===== config.mk =====
export PLATFORM = sky130hd
export DESIGN_NAME = fetch_unit
export DESIGN_NICKNAME = d
export VERILOG_FILES = /design/src/rtl/fetch_unit.sv
export SDC_FILE = /design/constraint.sdc
export NUM_CORES = 1
export LEC_CHECK = 0
export CAP_MARGIN = 30
export CORE_UTILIZATION = 45
export CTS_BUF_LIST = sky130_fd_sc_hd__clkbuf_16
export DETAILED_ROUTE_END_ITERATION = 10
export PLACE_DENSITY = 0.79
export REMOVE_ABC_BUFFERS = 1
export SYNTH_ARGS = -nofsm -noshare
export SYNTH_HDL_FRONTEND = slang
export SYNTH_SLANG_ARGS = --single-unit

===== constraint.sdc =====
create_clock -name clk -period 6.9 [get_ports clk]
set_input_delay 1.38 -clock clk [delete_from_list [all_inputs] [get_ports clk]]
set_output_delay 1.38 -clock clk [all_outputs]
set_load 0.05 [all_outputs]

===== src/rtl/fetch_unit.sv =====
// rtl/fetch_unit.sv - instruction fetch stage: PC, single-outstanding bus request FSM, if_id register
//
// Ports:
//   clk, reset          core clock; synchronous active-high reset
//   ireq_valid/addr     fetch request to the instruction bus (one outstanding max)
//   iresp_addr_ok       bus accepted the request this cycle
//   iresp_data_ok/data  instruction word returned for the accepted request
//   if_id_state         registered {inst, inst_pc, valid} to decode
//   out_ready           decode consumes if_id_state this cycle when valid
//   redirect/_pc        single-cycle flush and refetch from redirect_pc

package fetch_pkg;
  typedef struct packed {
    logic [31:0] inst;
    logic [63:0] inst_pc;
    logic        valid;
  } if_id_t;
endpackage

module fetch_unit
  import fetch_pkg::*;
#(
  parameter logic [63:0] RESET_PC = 64'h8000_0000
) (
  input  logic        clk,
  input  logic        reset,
  output logic        ireq_valid,
  output logic [63:0] ireq_addr,
  input  logic        iresp_addr_ok,
  input  logic        iresp_data_ok,
  input  logic [31:0] iresp_data,
  output if_id_t      if_id_state,
  input  logic        out_ready,
  input  logic        redirect,
  input  logic [63:0] redirect_pc
);

  typedef enum logic {S_REQ, S_WAIT} state_t;

  state_t      state;
  logic [63:0] pc;
  logic        kill;         // data of the in-flight request belongs to a flushed path
  logic        req_pending;  // request raised but not yet accepted: must be held
  logic [63:0] req_addr;     // address of the held request (pc may have moved on)
  if_id_t      out_q;

  logic accepted;
  logic stalled;
  logic data_in;

  // A new request is only started when the output slot is free or being
  // drained this cycle; once started it stays up until the bus takes it.
  always_comb begin
    ireq_valid = !reset && (state == S_REQ) &&
                 (req_pending || !out_q.valid || out_ready);
    ireq_addr  = req_pending ? req_addr : pc;
  end

  assign accepted    = ireq_valid && iresp_addr_ok;
  assign stalled     = ireq_valid && !iresp_addr_ok;
  assign data_in     = (state == S_WAIT) && iresp_data_ok;
  assign if_id_state = out_q;

  always_ff @(posedge clk) begin
    if (reset) begin
      state       <= S_REQ;
      pc          <= RESET_PC;
      kill        <= 1'b0;
      req_pending <= 1'b0;
      req_addr    <= '0;
      out_q       <= '0;
    end else begin
      // Request handshake bookkeeping is the same with or without redirect:
      // a committed request cannot be withdrawn.
      if (accepted) begin
        req_pending <= 1'b0;
        state       <= S_WAIT;
      end else if (stalled && !req_pending) begin
        req_pending <= 1'b1;
        req_addr    <= pc;
      end

      if (data_in) begin
        state <= S_REQ;
      end

      if (redirect) begin
        pc          <= redirect_pc;
        out_q.valid <= 1'b0;
        // Returning data this cycle is simply dropped; anything still on the
        // bus (held request or awaited data) must be discarded later.
        if (data_in) begin
          kill <= 1'b0;
        end else if (ireq_valid || state == S_WAIT) begin
          kill <= 1'b1;
        end
      end else begin
        if (out_q.valid && out_ready) begin
          out_q.valid <= 1'b0;
        end
        // A load in the same cycle as consumption overrides the clear above.
        if (data_in) begin
          if (kill) begin
            kill <= 1'b0;
          end else begin
            out_q.inst    <= iresp_data;
            out_q.inst_pc <= pc;
            out_q.valid   <= 1'b1;
            pc            <= pc + 64'd4;
          end
        end
      end
    end
  end

endmodule


== Yosys cells after proc, flatten, opt, wreduce, memory -nomap -nowiden ==
Index checks and enable logic that the tools add are counted.
Storage, ports and cells
  output and inout port bits: 162
  input port bits: 102
  logic and storage cells: 48
  bits in registers: 228
Cells by class
  eq/ne operators: 1
  muxes and demuxes: 11
  bitwise gates (word level): 4
  $add $sub $neg: 1
  reduce and logical (&&, ||, !) cells: 23
Operator list (count)
  64-bit 2-to-1 mux: 4
  64-bit by 3-bit adder with 64-bit output, second input constant: 1
  1-bit logical AND: 7
  1-bit 2-to-1 mux: 7
  2-bit AND reduction: 3
  2-bit OR reduction: 3
  1-bit zero test: 4
  1-bit NOT: 4
  2-bit nonzero test: 2
  1-bit logical OR: 3
  3-bit AND reduction: 1
  2-bit inequality test, second input constant: 1

== Longest topological paths before layout ==
  depth after elaboration: 8
  depth in mapped cells: 8
  depth with buffers taken out: 6

== Least setup slack after synthesis ==
No wires, ideal clock.
  kind: input to output
  from: input out_ready
  to: output ireq_valid
  required time: 5520 ps
  arrival: 2090 ps
  path buffers: 0
  stages on the path: 3
  path slack: 3430 ps
  cell sequence: nand2b_1 -> o21ai_0 -> inv_1
On the way
  longest elaborated chain between the ends: 2
Ends and longest elaborated chain
  start: declaration: line 33  | input logic out_ready,
  1-bit logical OR: line 55  | (req_pending || !out_q.valid || out_ready);
  1-bit logical AND: line 54  | ireq_valid = !reset && (state == S_REQ) &&
  end: declaration: line 27  | output logic ireq_valid,
No other way between the ends.

== Final worst setup path ==
Same ends and word-level chain as after synthesis.

==> metrics.txt <==
# TYPE chip_impl_metric gauge
chip_impl_metric{name="period_share",unit=""} 0.6589
chip_impl_metric{name="final_antenna_net_count",unit=""} 0
chip_impl_metric{name="fin_nets",unit=""} 1612
chip_impl_metric{name="yosysUniqueCellTypes",unit=""} 57
chip_impl_info{name="setup_repair_after_global_routing_missed_its_margin",value="no"} 1
chip_impl_metric{name="placement.io_buffers",unit=""} 263
chip_impl_metric{name="max-slew-margin-rel",unit=""} 0.3268
chip_impl_info{name="startpoint_type",value="primary input"} 1
chip_impl_metric{name="ys_warnings",unit=""} 0
chip_impl_info{name="path_class",value="in -> out"} 1
chip_impl_metric{name="area.growth.synth_to_final",unit="%"} 32.28
chip_impl_metric{name="clock_skew",unit="ns"} 0.007290
chip_impl_metric{name="drt_iter0_markers",unit=""} 759
chip_impl_metric{name="standby_leakage_power",unit="nW"} 4.530
chip_impl_info{name="route.top_layer_used",value="met4"} 1
chip_impl_metric{name="layout-drive-gt1-share",unit=""} 0.08000
chip_impl_metric{name="vias",unit=""} 10126
chip_impl_metric{name="clock_power_share",unit=""} 0.400
chip_impl_info{name="synth_largest_area_cell",value="sky130_fd_sc_hd__dfxtp_1"} 1
chip_impl_metric{name="wl_met3",unit="mm"} 2.438
chip_impl_metric{name="overflow",unit=""} 0
chip_impl_metric{name="combPwrFrac",unit=""} 0.134
chip_impl_metric{name="period_needed",unit="ns"} 4.546
chip_impl_metric{name="synth_edf_count",unit=""} 0
chip_impl_metric{name="power_report.internal_total",unit="mW"} 2.222
chip_impl_metric{name="vdd_ir_drop_max",unit="mV"} 0.1622
chip_impl_metric{name="antenna_found_initial",unit=""} 3
chip_impl_metric{name="crit_path_max_fanout",unit=""} 4
chip_impl_metric{name="setup_viol",unit=""} 0
chip_impl_metric{name="asyncSetResetFlopFracSynth",unit=""} 0
chip_impl_metric{name="setup_total_negative_slack",unit="ns"} 0
chip_impl_metric{name="detailedRoute.firstPassIterationCount",unit=""} 5
chip_impl_metric{name="initial_utilization",unit=""} 0.4599
chip_impl_metric{name="rows",unit=""} 55
chip_impl_metric{name="timing_hold_violations_final",unit=""} 0
chip_impl_metric{name="drc_violations_left",unit=""} 0
chip_impl_metric{name="power-per-cell-area",unit="nW/um^2"} 223.4
chip_impl_metric{name="vias_in_the_first_global_route",unit=""} 9403
chip_impl_metric{name="place_area",unit="sq um"} 13040
chip_impl_info{name="critical-path-slowest-cell",value="sky130_fd_sc_hd__clkdlybuf4s50_1"} 1
chip_impl_metric{name="avgRoutedWirePerCell",unit="um"} 17.13
chip_impl_metric{name="detailed_place_hpwl",unit="mm"} 20.43
chip_impl_info{name="synth.most_common_cell",value="sky130_fd_sc_hd__nand2_1"} 1
chip_impl_info{name="yosys-top-cells-count",value="380 x sky130_fd_sc_hd__nand2_1, 228 x sky130_fd_sc_hd__dfxtp_1, 175 x sky130_fd_sc_hd__a21oi_1, 93 x sky130_fd_sc_hd__clkbuf_1, 60 x sky130_fd_sc_hd__mux2_2"} 1
chip_impl_metric{name="grt_util_all_layers",unit=""} 0.2543
chip_impl_metric{name="cts_buffers",unit=""} 25
chip_impl_metric{name="max-clock-path-buffers",unit=""} 3
chip_impl_metric{name="drv_slew",unit=""} 0
chip_impl_info{name="cts_tree",value="yes"} 1
chip_impl_metric{name="sw_frac_of_total",unit=""} 0.2780
chip_impl_metric{name="met2WireLength",unit="mm"} 14.25
chip_impl_metric{name="syn_inst",unit=""} 1335
chip_impl_info{name="synth.top_cells.by_area",value="sky130_fd_sc_hd__dfxtp_1 44%, sky130_fd_sc_hd__nand2_1 14%, sky130_fd_sc_hd__a21oi_1 8.4%, sky130_fd_sc_hd__mux2_2 6.5%, sky130_fd_sc_hd__clkbuf_1 3.4%"} 1
chip_impl_metric{name="post_cts.repair.setup_buffers",unit=""} 0
chip_impl_metric{name="netlist_area",unit="sq um"} 10410
chip_impl_metric{name="synth_sequential_area_ratio",unit=""} 0.4384
chip_impl_metric{name="cap_viol_max_count",unit=""} 0
chip_impl_metric{name="via_per_inst",unit=""} 5.591
chip_impl_metric{name="ctsHoldBuffers",unit=""} 0
chip_impl_metric{name="max_freq",unit="GHz"} 0.2200
chip_impl_info{name="root_buffer",value="sky130_fd_sc_hd__clkbuf_16"} 1
chip_impl_metric{name="clock_sinks",unit=""} 228
chip_impl_info{name="timing.critical_path.mode_cell",value="sky130_fd_sc_hd__clkdlybuf4s50_1"} 1
chip_impl_metric{name="grt_max_degree",unit=""} 90
chip_impl_info{name="run_status",value="finished, final reports clean"} 1
chip_impl_metric{name="die_height",unit="um"} 154.1
chip_impl_metric{name="power_switching",unit="mW"} 0.8555
chip_impl_info{name="cp_cell_sequence",value="clkdlybuf4s50_1, nand2b_1, o21ai_0, inv_1, clkdlybuf4s50_1"} 1
chip_impl_metric{name="totalWireLength",unit="mm"} 31.03
chip_impl_info{name="worstSetupEndpointType",value="primary output"} 1
chip_impl_metric{name="path_clk_slew",unit="ns"} 0.06
chip_impl_metric{name="ioPinCount",unit=""} 264
chip_impl_metric{name="ys_seq_elements",unit=""} 228
chip_impl_metric{name="cts_repair_resize_count",unit=""} 0
chip_impl_metric{name="final_design_area_no_fill",unit="sq um"} 13770
chip_impl_metric{name="avgSynthCellArea",unit="sq um"} 7.800
chip_impl_metric{name="detail_route.wirelength.met1",unit="mm"} 13.54
chip_impl_metric{name="grt_first_pass_wirelength",unit="mm"} 49.31
chip_impl_info{name="most_used_flip_flop_cell_after_synthesis",value="sky130_fd_sc_hd__dfxtp_1"} 1
chip_impl_metric{name="gpl.final_weighted_congestion",unit=""} 0.8509
chip_impl_metric{name="worst_skew_pair.late_latency",unit="ns"} 0.51
chip_impl_metric{name="floorplan.core_area",unit="sq um"} 22640
chip_impl_info{name="holdCritPathClass",value="reg -> reg"} 1
chip_impl_metric{name="share_seq_of_total_power",unit=""} 0.466
chip_impl_metric{name="crit_arrival",unit="ns"} 3.17
chip_impl_metric{name="timing.critical_path.slowest_cell_delay",unit="ns"} 0.73
chip_impl_metric{name="cp_data_required_time",unit="ns"} 5.52
chip_impl_metric{name="die_width",unit="um"} 154.1
chip_impl_metric{name="worst_slew_pin_slew",unit="ns"} 1.010
chip_impl_metric{name="yosys.area.top_type_share",unit=""} 0.4384
chip_impl_metric{name="die_area",unit="sq um"} 23750
chip_impl_metric{name="cts_max_level",unit=""} 1
==> registers in the layout, summed over array words and instances, names as in the netlist <==
register	flops
if_id_state	97
pc	64
req_addr	64
kill	1
req_pending	1
state	1
==> logic make-up after synthesis <==
logic type                 after synthesis  synth area share
and+or+nand+nor                        615            0.2713
adders and majority gates                1          0.001201
buffers and inverters                  140           0.05383
DFF                                    228            0.4384
AOI/OAI and AO/OA                      261            0.1447
muxes                                   64           0.06873
xor gates and xnor gates                26           0.02187
==> worst max-delay path: cells and delay by family <==
family,cells,cell delay [ns]
AO/OA/AOI/OAI,1,0.37
buffers and inverters,3,1.26
AND/OR/NAND/NOR,1,0.14
==> worst paths after layout <==
check | startpoint | depth (start not counted) | slack [ns] | end
setup / recovery | out_ready | 5 | 2.35 | ireq_valid
hold reg to reg | if_id_state[89] | 2 | 0.45 | if_id_state[89]
setup reg to reg | state | 5 | 3.93 | pc[52]
hold / removal | if_id_state[89] | 2 | 0.45 | if_id_state[89]
==> stage by stage <==
stage                     instances    util  total power [mW]  setup slack [ns]  hold WS, ns
final                          1811  0.6083             3.077             2.354       0.4510
after global placement         1765  0.5734             1.865             2.403       0.4377
after CTS                      1810  0.6082             3.097             2.364       0.4518
after floorplan                1210       -             1.672            -2.964       0.4268
after detailed placement       1767  0.5758             1.873             2.370       0.4431
after global routing           1811  0.6083             3.180             2.250       0.4660
==> placed cells by master, fill, tap and decap left out, types with 18 or more instances in the layout <==
cell,Yosys,routed
sky130_fd_sc_hd__a21oi_1,175,175
sky130_fd_sc_hd__mux2_2,60,60
sky130_fd_sc_hd__xnor2_1,23,23
sky130_fd_sc_hd__a211oi_1,20,20
sky130_fd_sc_hd__o21ai_0,18,18
sky130_fd_sc_hd__clkdlybuf4s50_1,0,261
sky130_fd_sc_hd__inv_1,15,18
sky130_fd_sc_hd__nand4_1,28,28
sky130_fd_sc_hd__dfxtp_1,228,227
sky130_fd_sc_hd__nor4_1,22,22
sky130_fd_sc_hd__nand2_1,380,379
sky130_fd_sc_hd__clkbuf_16,0,25
sky130_fd_sc_hd__or4_1,19,19
sky130_fd_sc_hd__nand3_1,28,28
sky130_fd_sc_hd__nor2_1,57,57
==> layout make-up <==
type                            instances  area (sq um)
Fill cell                            2008          8867
Multi-Input combinational cell        967          5316
Sequential cell                       228          4568
Timing Repair Buffer                  272          2739
Clock buffer                           25         625.6
Tap cell                              285         356.6
Clock inverter                         18         108.9
Inverter                               15         56.30
Antenna cell                            1         2.502
==> layer usage <==
metal	GRT usage	vias up
met5	0	-
met4	0.06905	0
met3	0.06088	53
met2	0.4251	359
met1	0.3264	4750
li1	-	4964
==> power by group through the flow <==
stage                     Combinational (mW)  Clock [mW]  Sequential [mW]
after CTS                              0.413        1.25             1.43
after detailed placement               0.411           0             1.46
after global placement                 0.406           0             1.46
final                                  0.412        1.23             1.43
after floorplan                        0.218           0             1.45
after global routing                   0.437        1.30             1.44
(Power assumes the default switching activity.)
